$ cat src/rtl/uart_rx.sv
// -----------------------------------------------------------------------------
// uart_rx
//
// Purpose: UART receiver. Synchronizes the asynchronous serial line, finds the
// start bit, samples every bit at its mid-point and reassembles one frame
// (start, DATA_WIDTH data bits LSB first, optional parity, 1 or 2 stop bits).
// The received word is presented with a one-cycle valid strobe, together with
// framing and parity error flags that are only meaningful while valid is high.
//
// Ports:
//   clk        in   system clock, rising edge
//   rst_n      in   asynchronous active-low reset
//   signal     in   serial RX line, idles high, asynchronous to clk
//   data       out  last received word, held until the next valid
//   valid      out  one-cycle pulse when a frame completes
//   ready      out  high while idle (no frame in progress)
//   frame_err  out  with valid: a stop bit was sampled low
//   parity_err out  with valid: parity mismatch (always 0 when PARITY = 0)
// -----------------------------------------------------------------------------
module uart_rx #(
    parameter int DATA_WIDTH = 8,
    parameter int CLK_FREQ   = 50_000_000,
    parameter int BAUD_RATE  = 115200,
    parameter int PARITY     = 0,
    parameter int STOP_BITS  = 1
) (
    input  logic                  clk,
    input  logic                  rst_n,
    input  logic                  signal,
    output logic [DATA_WIDTH-1:0] data,
    output logic                  valid,
    output logic                  ready,
    output logic                  frame_err,
    output logic                  parity_err
);

    localparam int CLKS_PER_BIT = CLK_FREQ / BAUD_RATE;
    localparam int HALF_BIT     = CLKS_PER_BIT / 2;
    localparam int CNT_W        = $clog2(CLKS_PER_BIT);
    localparam int IDX_W        = $clog2(DATA_WIDTH + 1);

    // Counter reload values: the counter counts down and a sample is taken
    // in the cycle it reads zero, so reloading N-1 spaces samples N apart.
    localparam logic [CNT_W-1:0] CNT_FULL = CNT_W'(CLKS_PER_BIT - 1);
    localparam logic [CNT_W-1:0] CNT_HALF = CNT_W'(HALF_BIT - 1);
    localparam logic [IDX_W-1:0] IDX_DATA_LAST = IDX_W'(DATA_WIDTH - 1);
    localparam logic [IDX_W-1:0] IDX_STOP_LAST = IDX_W'(STOP_BITS - 1);
    localparam logic             ODD_PARITY    = (PARITY == 2);

    localparam logic [2:0] S_IDLE   = 3'd0;
    localparam logic [2:0] S_START  = 3'd1;
    localparam logic [2:0] S_DATA   = 3'd2;
    localparam logic [2:0] S_PARITY = 3'd3;
    localparam logic [2:0] S_STOP   = 3'd4;
    localparam logic [2:0] S_BREAK  = 3'd5;

    // Two-flop synchronizer; both flops reset to the idle line level.
    logic sync1_q, sync2_q;
    logic rx;

    logic [2:0]            state_q, state_d;
    logic [CNT_W-1:0]      cnt_q, cnt_d;
    logic [IDX_W-1:0]      idx_q, idx_d;
    logic [DATA_WIDTH-1:0] shift_q, shift_d;
    logic                  par_bad_q, par_bad_d;
    logic                  frm_bad_q, frm_bad_d;
    logic [DATA_WIDTH-1:0] data_q, data_d;
    logic                  valid_q, valid_d;
    logic                  ferr_q, ferr_d;
    logic                  perr_q, perr_d;
    logic                  tick;
    logic                  frm_now;

    assign rx   = sync2_q;
    assign tick = (cnt_q == '0);

    always_ff @(posedge clk or negedge rst_n) begin
        if (!rst_n) begin
            sync1_q <= 1'b1;
            sync2_q <= 1'b1;
        end else begin
            sync1_q <= signal;
            sync2_q <= sync1_q;
        end
    end

    always_comb begin
        state_d   = state_q;
        cnt_d     = cnt_q;
        idx_d     = idx_q;
        shift_d   = shift_q;
        par_bad_d = par_bad_q;
        frm_bad_d = frm_bad_q;
        data_d    = data_q;
        valid_d   = 1'b0;
        // Error flags are only driven in the valid cycle, so they clear
        // automatically in the following cycle.
        ferr_d    = 1'b0;
        perr_d    = 1'b0;
        frm_now   = frm_bad_q | ~rx;

        case (state_q)
            S_IDLE: begin
                if (!rx) begin
                    state_d = S_START;
                    cnt_d   = CNT_HALF;
                end
            end

            S_START: begin
                if (tick) begin
                    if (!rx) begin
                        state_d   = S_DATA;
                        cnt_d     = CNT_FULL;
                        idx_d     = '0;
                        par_bad_d = 1'b0;
                        frm_bad_d = 1'b0;
                    end else begin
                        // Line went back high before mid-bit: a glitch.
                        state_d = S_IDLE;
                    end
                end else begin
                    cnt_d = cnt_q - CNT_W'(1);
                end
            end

            S_DATA: begin
                if (tick) begin
                    // Bits arrive LSB first: enter at the top, shift down.
                    shift_d = {rx, shift_q[DATA_WIDTH-1:1]};
                    cnt_d   = CNT_FULL;
                    if (idx_q == IDX_DATA_LAST) begin
                        idx_d   = '0;
                        state_d = (PARITY != 0) ? S_PARITY : S_STOP;
                    end else begin
                        idx_d = idx_q + IDX_W'(1);
                    end
                end else begin
                    cnt_d = cnt_q - CNT_W'(1);
                end
            end

            S_PARITY: begin
                if (tick) begin
                    // Mismatch when sampled bit differs from the XOR of the
                    // data (even) or its inverse (odd).
                    par_bad_d = rx ^ (^shift_q) ^ ODD_PARITY;
                    cnt_d     = CNT_FULL;
                    state_d   = S_STOP;
                end else begin
                    cnt_d = cnt_q - CNT_W'(1);
                end
            end

            S_STOP: begin
                if (tick) begin
                    if (idx_q == IDX_STOP_LAST) begin
                        data_d  = shift_q;
                        valid_d = 1'b1;
                        ferr_d  = frm_now;
                        perr_d  = par_bad_q;
                        // A low stop bit may be the start of a break; wait
                        // for the line to recover before hunting again.
                        state_d = frm_now ? S_BREAK : S_IDLE;
                    end else begin
                        frm_bad_d = frm_now;
                        idx_d     = idx_q + IDX_W'(1);
                        cnt_d     = CNT_FULL;
                    end
                end else begin
                    cnt_d = cnt_q - CNT_W'(1);
                end
            end

            S_BREAK: begin
                if (rx) begin
                    state_d = S_IDLE;
                end
            end

            default: begin
                state_d = S_IDLE;
            end
        endcase
    end

    always_ff @(posedge clk or negedge rst_n) begin
        if (!rst_n) begin
            state_q   <= S_IDLE;
            cnt_q     <= '0;
            idx_q     <= '0;
            shift_q   <= '0;
            par_bad_q <= 1'b0;
            frm_bad_q <= 1'b0;
            data_q    <= '0;
            valid_q   <= 1'b0;
            ferr_q    <= 1'b0;
            perr_q    <= 1'b0;
        end else begin
            state_q   <= state_d;
            cnt_q     <= cnt_d;
            idx_q     <= idx_d;
            shift_q   <= shift_d;
            par_bad_q <= par_bad_d;
            frm_bad_q <= frm_bad_d;
            data_q    <= data_d;
            valid_q   <= valid_d;
            ferr_q    <= ferr_d;
            perr_q    <= perr_d;
        end
    end

    assign data       = data_q;
    assign valid      = valid_q;
    assign ready      = (state_q == S_IDLE);
    assign frame_err  = ferr_q;
    assign parity_err = perr_q;

endmodule
$ cat config.mk
export PLATFORM = sky130hd
export DESIGN_NAME = uart_rx
export DESIGN_NICKNAME = d
export VERILOG_FILES = /design/src/rtl/uart_rx.sv
export SDC_FILE = /design/constraint.sdc
export NUM_CORES = 1
export LEC_CHECK = 0
export CAP_MARGIN = 20
export CORE_MARGIN = 2
export CORE_UTILIZATION = 45
export DETAILED_ROUTE_END_ITERATION = 8
export PLACE_DENSITY = 0.62
export SYNTH_ARGS = -nofsm -noshare
export SYNTH_HDL_FRONTEND = slang
export SYNTH_SLANG_ARGS = --single-unit
$ cat constraint.sdc
create_clock -name clk -period 4.5 [get_ports clk]
set_clock_uncertainty 0.1 [all_clocks]
set_input_delay 0.45 -clock clk [delete_from_list [all_inputs] [get_ports clk]]
set_output_delay 0.45 -clock clk [all_outputs]
set_load 0.05 [all_outputs]
==> summary.md <==
| Metric | Value |
|---|---|
| Status | `finished clean` |
| Mux cell area share after synthesis | `between 10% and 20%` |
| Initial Util | `46.4%` |
| Clock Tree Buf Depth | `2` |
| Unrepaired setup endpoints after global routing | `false` |
| Async SR Flop Fraction | `100%` |
| Yosys warnings | `0` |
| Fin util | `53.2%` |
| Leak Pwr | `approximately 1.1 nW` |
| Global-route met1 utilization | `between 20% and 30%` |
| Multi-input gate area | `roughly 950 sq um` |
| CTS Buf Count | `5` |
| CTS resizes | `0` |
| Hold Vio Cnt, Final | `0` |
| WP buf/inv | `1` |
| Top delay family on crit path | `simple AND/OR/NAND/NOR gates` |
| Synth Area in Compound Gates | `13.9%` |
| # fillers | `381` |
| GRT Resource Usage Total | `roughly 17%` |
| Vias in the first global route | `approximately 1400` |
| Mapped cell area | `about 2000 sq um` |
| Dpl hpwl | `approximately 2500 um` |
| PnR worst setup slack | `around 1.5 ns` |
| Worst Setup Path Type | `flip-flop to flip-flop` |
| Synth Area in Adders | `under 10%` |
| Ranking of synthesized cells by area | `dfrtp_1, mux2_4, mux2_2` |
| Maximum VDD drop | `0.196 mV` |
| Flop2flop setup slack | `approximately 1.5 ns` |
| Area Overhead vs Synth | `14.5%` |
| Diodes inserted | `0` |
| GR peak layer | `met2` |
| DRT antenna net count | `0` |
| DR pass1 iterations | `4` |
| Xor and xnor area share after synthesis | `slightly below 4%` |
| Clk slew on worst S/H paths | `~0.080 ns` |
| Largest net degree at the start of global routing | `40` |
| Port Buf Inserts | `14` |
| # DRC | `0` |
| CTS Hold Bufs | `0` |
| DR WL/cell | `between 10 and 15 um` |
| R2r endpoint | `data[4]` |
| Storage element area | `978 sq um` |
| Cells after Synth | `187` |
| Worst Tran Pin Value | `roughly 0.85 ns` |
| Antenna violations before repair | `0` |
| Final net count | `206` |
| Die width | `slightly above 70 um` |
| Critical Path End Type | `flip-flop` |
| Share of cells above drive strength 1 | `between 10% and 20%` |
| Gpl congestion | `0.786` |
| Leading area contributor after synthesis | `dfrtp_1` |
| First-pass GRT wire length | `around 6600 um` |
| Syn Area/Cell | `approximately 11 sq um` |
| Slowest stage delay, CP | `roughly 0.73 ns` |
| Syn nets | `a little under 200` |
| WP data required | `~4.6 ns` |
| Root buffer cell | `clkbuf_8` |
| Setup-failing EPs final | `0` |
| # H-tree levels | `2` |
| Die area | `~5000 sq um` |
| Post-synth cell types | `between 40 and 50` |
| Core area | `about 4300 sq um` |
| Fin crit share | `65.7%` |
| GR Util met2 | `between 20% and 30%` |
| Max-Cap Viols | `0` |
| Final Critical Period | `around 3 ns` |
| I/O pin cnt | `15` |
| Most common cell in the synthesized netlist | `dfrtp_1` |
| Worst-case reg-to-reg path depth | `6` |
| PwrDens | `309 nW/um^2` |
| Worst r2r src | `cnt_q[0]` |
| Post-synth EDFFs | `0` |
| Flops & latches, synth | `39` |
| Post-Route WL | `between 3000 and 4000 um` |
| Sequential-to-total area share from yosys stat | `roughly half` |
| CTS tree | `built` |
| Slowest cell on the critical path | `nor4b_2` |
| # rows | `24` |
| Fin. max-slew vios | `0` |
| M3 GR Usage | `~4.7%` |
| Clock sink count | `39` |
| Total Power | `about 0.71 mW` |
| Startpoint Class | `flip-flop` |
| Share of the synthesized area in the top cell type | `between 40% and 50%` |
| Setup TNS | `0 ns` |
| Global route overflow | `0` |
| Routed vias/inst | `about 5.7` |
| Number of vias in the routed layout | `1441` |
| Top FF cell, synth | `dfrtp_1` |
| Most instantiated cells after synthesis | `dfrtp_1, nor2_1, o21ai_0, nand2_1` |
| Worst Hold Class | `primary input to asynchronous set/reset pin` |
| Skew-Pair Late Insertion Delay | `around 0.29 ns` |
| CP Data Arrival Time | `about 3.0 ns` |
| Die Y | `70.8 um` |
| Worst-path fanout max | `10` |
| Largest family of logic cells by synthesized area | `simple AND/OR/NAND/NOR gates` |
| Slew HR | `43.1%` |
| Post-synthesis simple-gate area fraction | `about 17%` |
| First DRT Iteration DRCs | `approximately 120` |
| Worst path cell trace | `inv_1 -> ha_1 -> or4b_4 -> nor4b_2 -> nand3_2 -> mux2_2` |
| Setup bufs post-CTS | `0` |
| Pre-CTS setup slack | `approximately 1.6 ns` |
| Fmax | `approximately 0.34 GHz` |
==> power by group <==
part           switching (mW)  internal, mW
clock network           0.125         0.222
registers             0.00144         0.352
logic                 0.00851       0.00285
total                   0.134         0.576
==> registers in the layout (all words and copies together) (netlist names) <==
signal and flops:
frame_err 1, parity_err 1, valid 1, sync1_q 1, shift_q 8, rx 1
data 8, cnt_q 9, idx_q 4, par_bad_q 1, state_q 3, frm_bad_q 1
==> cell usage in the layout, fill, tap and decap left out, drive strengths merged, types with 3 or more instances in the layout <==
| cell type | Yosys | routed |
|---|---|---|
| nor3b | 3 | 3 |
| mux2 | 16 | 16 |
| nand3 | 4 | 4 |
| inv | 8 | 8 |
| a22o | 3 | 3 |
| o21ai | 15 | 15 |
| nand2b | 4 | 4 |
| nor3 | 5 | 5 |
| a21oi | 8 | 8 |
| clkdlybuf4s50 | 0 | 13 |
| nor2b | 3 | 3 |
| clkbuf | 6 | 6 |
| dfrtp | 37 | 37 |
| xnor2 | 8 | 8 |
| ha | 3 | 3 |
| nor2 | 14 | 14 |
| nand2 | 12 | 12 |
==> how the worst max path moves through the flow <==
| stage | startpoint | end | slack (ns) | cells after the start |
|---|---|---|---|---|
| 4_1_cts | cnt_q[1] | data[4] | 1.55 | 6 |
| 6_report | cnt_q[0] | data[4] | 1.54 | 6 |
| 3_3_place_gp | cnt_q[0] | data[5] | 1.65 | 6 |
| 5_1_grt | cnt_q[0] | data[1] | 1.37 | 6 |
| 2_1_floorplan | state_q[1] | cnt_q[8] | 1.53 | 5 |
| 3_5_place_dp | cnt_q[0] | data[1] | 1.57 | 6 |
==> layer usage <==
layer,up-vias,share of wire [%]
met5,-,0
met3,4,4.7
met4,0,0.96
met1,694,47
li1,692,-
met2,51,47
==> cells by family (layout without fill, tap and decap cells) <==
logic type	Yosys count	in the layout
mux	16	16
simple gates	60	60
xor+xnor	9	9
fa+ha+maj	3	3
buf+inv	17	31
compound gates	43	43
flops	39	39
==> layout make-up <==
cell class | count | share of cell area, %
tap | 52 | 2.83
multi-input combinational | 131 | 41.3
clock inverter | 2 | 2.61
sequential | 39 | 42.6
clock buffer | 6 | 3.16
timing repair buffer | 15 | 6.21
inverter | 8 | 1.31
==> stage by stage <==
stage                     cell area (sq um)  hold slack [ns]  cells
final                                  2300            0.158    253
after global routing                   2300            0.244    253
after CTS                              2300            0.200    253
after detailed placement               2170            0.257    245
after global placement                 2170            0.246    245
after floorplan                        2010           0.0544    187
No activity file was read; power rests on OpenSTA's default activity.
